## config.mk

```make
export PLATFORM = sky130hd
export DESIGN_NAME = regfile_sweep
export DESIGN_NICKNAME = d
export VERILOG_FILES = /design/src/rtl/regfile_sweep.sv
export SDC_FILE = /design/constraint.sdc
export NUM_CORES = 2
export LEC_CHECK = 0
export BUFFER_PORTS_ARGS = -buffer_cell sky130_fd_sc_hd__buf_2
export CAP_MARGIN = 25
export CORE_MARGIN = 2
export CORE_UTILIZATION = 40
export CTS_BUF_LIST = sky130_fd_sc_hd__clkbuf_4
export DETAILED_ROUTE_END_ITERATION = 8
export PLACE_DENSITY = 0.61
export SYNTH_ARGS = -nofsm -noshare
export SYNTH_HDL_FRONTEND = slang
export SYNTH_SLANG_ARGS = --single-unit
```

## constraint.sdc

```tcl
create_clock -name Clk -period 14.34 [get_ports Clk]
set_input_delay 0.717 -clock Clk [delete_from_list [all_inputs] [get_ports Clk]]
set_output_delay 0.717 -clock Clk [all_outputs]
set_load 0.01 [all_outputs]
```

## src/rtl/regfile_sweep.sv

```systemverilog
// regfile_sweep: 2-read/1-write register file with post-reset clear sweep,
// hard-wired zero register, per-register pending (scoreboard) bits and
// optional same-cycle write-to-read bypass (macro REGFILE_BYPASS_EN).
// Ports: Clk, Reset (sync, active-high); RA/RB read addresses, RW/BusW/RegWr
// write port; ResvEn/ResvReg reserve port; BusA/BusB read data, BusyA/BusyB
// pending bits of RA/RB; Ready high once the clear sweep has finished.
module regfile_sweep #(
   parameter int DATA_W   = 64,
   parameter int ADDR_W   = 5,
   parameter int ZERO_REG = 31
) (
   input  logic              Clk,
   input  logic              Reset,
   input  logic [ADDR_W-1:0] RA,
   input  logic [ADDR_W-1:0] RB,
   input  logic [ADDR_W-1:0] RW,
   input  logic [DATA_W-1:0] BusW,
   input  logic              RegWr,
   input  logic              ResvEn,
   input  logic [ADDR_W-1:0] ResvReg,
   output logic [DATA_W-1:0] BusA,
   output logic [DATA_W-1:0] BusB,
   output logic              BusyA,
   output logic              BusyB,
   output logic              Ready
);

   localparam int DEPTH = 2 ** ADDR_W;
   localparam logic [ADDR_W-1:0] ZeroAddr = ADDR_W'(ZERO_REG);
   localparam logic [ADDR_W:0]   LastIdx  = (ADDR_W + 1)'(DEPTH - 1);

   typedef enum logic {
      CLEAR,
      RUN
   } state_t;

   state_t            stateQ, stateD;
   logic [ADDR_W:0]   cntQ, cntD;
   logic              sweepWr;
   logic              wrEn;
   logic              resvEn;
   logic [DATA_W-1:0] registers [DEPTH];
   logic [DEPTH-1:0]  pending;

   always_ff @(posedge Clk) begin
      if (Reset) begin
         stateQ <= CLEAR;
         cntQ   <= '0;
      end else begin
         stateQ <= stateD;
         cntQ   <= cntD;
      end
   end

   always_comb begin
      stateD  = stateQ;
      cntD    = cntQ;
      sweepWr = 1'b0;
      unique case (stateQ)
         CLEAR: begin
            sweepWr = 1'b1;
            cntD    = cntQ + 1'b1;
            // Full-width compare: the extra counter bit prevents aliasing.
            if (cntQ == LastIdx) stateD = RUN;
         end
         RUN: begin
            cntD = cntQ;
         end
         default: stateD = CLEAR;
      endcase
   end

   assign wrEn   = (stateQ == RUN) && !Reset && RegWr && (RW != ZeroAddr);
   assign resvEn = (stateQ == RUN) && !Reset && ResvEn && (ResvReg != ZeroAddr);

   always_ff @(posedge Clk) begin
      if (sweepWr) begin
         registers[cntQ[ADDR_W-1:0]] <= '0;
      end else if (wrEn) begin
         registers[RW] <= BusW;
      end
   end

   // Reserve is applied after the write clear so a newer producer wins.
   always_ff @(posedge Clk) begin
      if (Reset) begin
         pending <= '0;
      end else begin
         if (wrEn) pending[RW] <= 1'b0;
         if (resvEn) pending[ResvReg] <= 1'b1;
      end
   end

   always_comb begin
      BusA  = '0;
      BusB  = '0;
      BusyA = 1'b0;
      BusyB = 1'b0;
      if (stateQ == RUN) begin
         if (RA != ZeroAddr) begin
            BusA  = registers[RA];
            BusyA = pending[RA];
`ifdef REGFILE_BYPASS_EN
            if (wrEn && (RW == RA)) begin
               BusA  = BusW;
               BusyA = 1'b0;
            end
`endif
         end
         if (RB != ZeroAddr) begin
            BusB  = registers[RB];
            BusyB = pending[RB];
`ifdef REGFILE_BYPASS_EN
            if (wrEn && (RW == RB)) begin
               BusB  = BusW;
               BusyB = 1'b0;
            end
`endif
         end
      end
   end

   assign Ready = (stateQ == RUN);

endmodule
```

* Word-level counts from Yosys, hierarchy flattened
Memories as Yosys holds them, arrays and structs flattened. Index checks and enable logic that the tools add are counted.
Storage, ports and cells: memories 1, RAM bits 2048, input port bits 88, output and inout port bits 131, flip-flop bits (word level) 39
Memory list:
- registers | words 32, bits a word 64, read ports 2, clocked after Yosys merged registers in 0, wr ports 1, line 42 | logic [DATA_W-1:0] registers [DEPTH];
Cells by class: bitwise operators 3, magnitude comparators 6, equality and inequality tests 5, multiplexer cells 29, reduce and logical (&&, ||, !) cells 9, add/subtract/negate cells 1
Operators by type and width (number):
- $mux 64 | 5
- $mux 32 | 3
- $reduce_or 64->1 | 1
- $and 32x32->32 | 1
- $not 32->32 | 1
- $or 32x32->32 | 1
- $lt 5x6->1 const B | 4
- $ne 5x5->1 const B | 4
- $mux 1 | 15
- $bmux 1 s5 | 2
- $demux 1 s5 | 2
- $ge 5x1->1 const B | 2
- $logic_and 1x1->1 | 7
- $add 6x1->6 const B | 1
- $eq 6x5->1 const B | 1
- $mux 6 | 1
- $mux 5 | 1
- $logic_not 1->1 | 1

* Longest topological paths before layout
word-level depth 10, depth in mapped cells 9, gate-level depth less buffers 5

* Worst setup path after synthesis
OpenSTA, ideal clock, no wires.
path type input -> register, start input Reset, end memory registers[2][0], enable pin, path buffers 3, setup slack 7581 ps, stages on the path 7, arrival time 6194 ps, path through buf_2 and3b_1 buf_2 a21oi_1 or3b_1 clkbuf_1 nor3_1
On the way: cells in the longest elaborated chain, start to end 9
RTL lines:
- from (decl) | line 13 | input logic Reset,
- $logic_not 1->1 * | line 73 | assign wrEn = (stateQ == RUN) && !Reset && RegWr && (RW != ZeroAddr);
- $logic_and 1x1->1 * (3 in a row) | line 73
- $mux 1 * | line 79 | end else if (wrEn) begin
- $mux 1 * | line 77 | if (sweepWr) begin
- $mux 1 (not written as such) * | line 80 | registers[RW] <= BusW;
- $reduce_or 64->1 (no line)
- $mux 5 (no line) or $mux 1 (tied branches)
- to (decl) | line 42
Mark *: on every way between the ends. The rest lies on a longest branch, timed or not.

* Worst setup path after layout
start register stateQ, in the netlist Ready, end output BusA[6]
On the way: cells in the longest elaborated chain, start to end 1
RTL lines:
- from (decl) | line 37 | state_t stateQ, stateD;
- from (signal assigned) | line 50 | stateQ <= stateD;
- $mux 64 | line 99 | if (stateQ == RUN) begin
- to (decl) | line 21 | output logic [DATA_W-1:0] BusA,
No other way between the ends.

==> flow_summary_export.csv <==
group,metric,value,unit
detailed_routing,wl_met1,119000,um
worst_setup_path,worst-setup-path-type,"reg -> out",
synthesis,ys.flop_type,"edfxtp_1",
worst_setup_path,crit_family,"simple AND/OR/NAND/NOR gates",
synthesis,synth.net_count,5333,
placement,dpl_cell_area,100000,sq um
synthesis,ys_seq_area_share,65.2,%
clock_tree,clk_latency,1.35,ns
detailed_routing,top_layer_used,"met5",
die,core_area,238000,sq um
placement,dp_cells,8339,
global_route,grt_pass1_wl,444000,um
global_route,grt_max_degree,148,
detailed_routing,vias,59900,
global_route,antenna_found_initial,19,
power_and_ir_drop,power_density,117,nW/um^2
detailed_routing,wl_met3,31700,um
detailed_routing,met2_length,153000,um
die,rows,179,
final_layout,area_growth,12.7,%
die,die_h,493,um
power_and_ir_drop,totalPowerFinal,12.6,mW
final_layout,fillCellCount,20400,
clock_tree,cts_root_buf,"clkbuf_4",
worst_setup_path,crit_buf_inv,2,
placement,gp_congestion,0.793,
worst_setup_path,crit_slowest_cell,"and4b_4",
worst_hold_path,hold_path.class,"in -> reg",
final_layout,layout.cells.non_filler,9320,
detailed_routing,routed_wl,318000,um
clock_tree,cts_resized,0,
final_layout,final_common_cell,"edfxtp_1",
detailed_routing,drt_pass1_iterations,5,
timing,fin_skew,0.0811,ns
synthesis,async_flop_share,0,%
clock_tree,clk_pin_slew,0.08,ns
power_and_ir_drop,leakage,38.2,nW
worst_setup_path,required,13.62,ns
detailed_routing,via_per_inst,6.43,
die,io_pins,219,
clock_tree,cts_hold_buffers,29,
detailed_routing,antenna_left,0,
synthesis,yosys_warnings,0,
detailed_routing,wl_per_cell,34.1,um
run_status,status,"completed",
clock_tree,h-tree-depth,6,
die,dieArea,243000,sq um
worst_hold_path,hold_depth,2,
synthesis,synth-edff-count,2048,
timing,layout_min_cycle_time,6.01,ns
worst_setup_path,path_cells,"and4b_4, buf_4, a22o_1, a31oi_1, nand4_1, buf_2",
synthesis,syn_area_per_cell,18.2,sq um
synthesis,syn_area,95500,sq um
worst_setup_path,reg2regPathDepth,6,
clock_tree,clkSinkCount,2087,
synthesis,yosys-top-cells-area,"edfxtp_1 (64%), mux4_2 (17%), mux2i_1 (6.1%)",
worst_setup_path,crit_path_start_kind,"flop",
detailed_routing,drt_iter0_drc,7323,
timing,finalSetupViolCount,0,
worst_setup_path,worstPathMaxFanout,35,
flow_run,maxCapViolations,0,
final_layout,layout_common_cells,"edfxtp_1 (2048), clkbuf_4 (788), mux4_2 (713)",
power_and_ir_drop,irDropWorstVdd,0.0682,mV
timing,fin_crit_sh,41.9,%
clock_tree,cts_buffers,560,
placement,hpwl,162000,um
placement,place.port_buffers,218,
detailed_routing,drc,0,
final_layout,final_nets,5876,
timing,tns,0,ns
worst_setup_path,crit_arrival,5.29,ns
final_layout,seq_area,62300,sq um
worst_setup_path,path_depth,6,
timing,fin_hold_ws,0.168,ns
timing,relSlewSlack,15.5,%
worst_setup_path,cp-end-kind,"primary output",
timing,hold_viol_final,0,
clock_tree,clockBufferDepth,4,
timing,rsz0062_at_grt,"false",
clock_tree,post-cts-setup-buffers,0,
worst_setup_path,cpPeakStageDelay,1.09,ns
timing,drv_slew,0,
die,die_w,493,um
global_route,grt_use_total,25.7,%
synthesis,synth_top_area_share,64.4,%
timing,worst_slew_pin_slew,1.27,ns
synthesis,synthCells,5244,
final_layout,drive_above_1_share,32.4,%
global_route,grt_overflow,0,
timing,fmax,166,MHz
synthesis,yosysUniqueCellTypes,49,
die,start_util,40.2,%
final_layout,multi_input_area,31500,sq um
final_layout,final_area,108000,sq um
synthesis,ys_seq_elements,2087,
synthesis,synth_largest_area_cell,"edfxtp_1",
global_route,grt_pass1_vias,60600,
clock_tree,cts_tree,"built",
==> final cells by class <==
cell class | instances | area share [%]
antenna | 17 | 0.0395
clock buffer | 788 | 5.50
clock inverter | 123 | 0.732
inverter | 3 | 0.0105
multi-input combinational | 2719 | 29.2
sequential | 2087 | 57.9
tap | 3167 | 3.68
timing repair buffer | 416 | 2.90
==> final timing paths <==
kind	start	end	slack (ns)
hold / removal	BusW[32]	registers[10][32]	0.17
setup reg to reg	Ready	registers[17][36]	9.31
hold reg to reg	pending[31]	pending[31]	0.49
setup / recovery	Ready	BusA[6]	8.33
==> synthesized netlist by cell type (15+ instances only) <==
| cell type | count |
|---|---|
| edfxtp_1 | 2048 |
| mux4_2 | 713 |
| mux2i_1 | 586 |
| a22oi_1 | 522 |
| buf_2 | 193 |
| clkbuf_1 | 166 |
| nand3_1 | 136 |
| nand4_1 | 131 |
| nand2_1 | 107 |
| o21ai_0 | 84 |
| nand3b_1 | 71 |
| a31oi_1 | 68 |
| and2_1 | 68 |
| a22o_1 | 65 |
| buf_1 | 44 |
| dfxtp_1 | 39 |
| nor2_1 | 38 |
| a21oi_1 | 37 |
| nor3_1 | 22 |
| buf_4 | 17 |
| buf_6 | 15 |
==> state kept, by name, summed over array words and instances (netlist names) <==
| signal | flops |
|---|---|
| registers | 2048 |
| pending | 32 |
| Ready | 1 |
| cntQ | 6 |
==> through the flow <==
| stage | setup WS (ns) | utilization [%] |
|---|---|---|
| global route | 8.16 | 45.3 |
| detailed placement | 8.45 | 42.1 |
| CTS | 8.26 | 45.1 |
| global placement | 8.46 | 42.1 |
| finish | 8.33 | 45.3 |
| floorplan | 7.58 | - |
==> per-layer routing <==
| layer | track usage [%] | vias to the layer above |
|---|---|---|
| li1 | - | 23800 |
| met3 | 5.86 | 736 |
| met5 | 0 | - |
| met4 | 11.9 | 10 |
| met1 | 33.3 | 31700 |
| met2 | 41.2 | 3702 |
==> power by group <==
| part | internal (mW) | total [mW] | leakage, nW | switching [mW] |
|---|---|---|---|---|
| Combinational | 0.271 | 0.678 | 12.7 | 0.407 |
| Sequential | 6.67 | 6.70 | 21.5 | 0.0272 |
| Clock | 2.71 | 5.20 | 4.03 | 2.48 |
==> cell families (layout without fill, tap and decap cells) <==
kind of cell | Yosys count | after routing | synth area share (%)
compound gates | 794 | 794 | 5.92
xor+xnor | 4 | 4 | 0.0367
fa+ha+maj | 1 | 1 | 0.0131
buf+inv | 438 | 1330 | 2.16
flops | 2087 | 2087 | 65.2
mux | 1304 | 1304 | 23.0
other cells | 0 | 17 | 0
simple gates | 616 | 616 | 3.61
No activity file was read; power rests on OpenSTA's default activity.
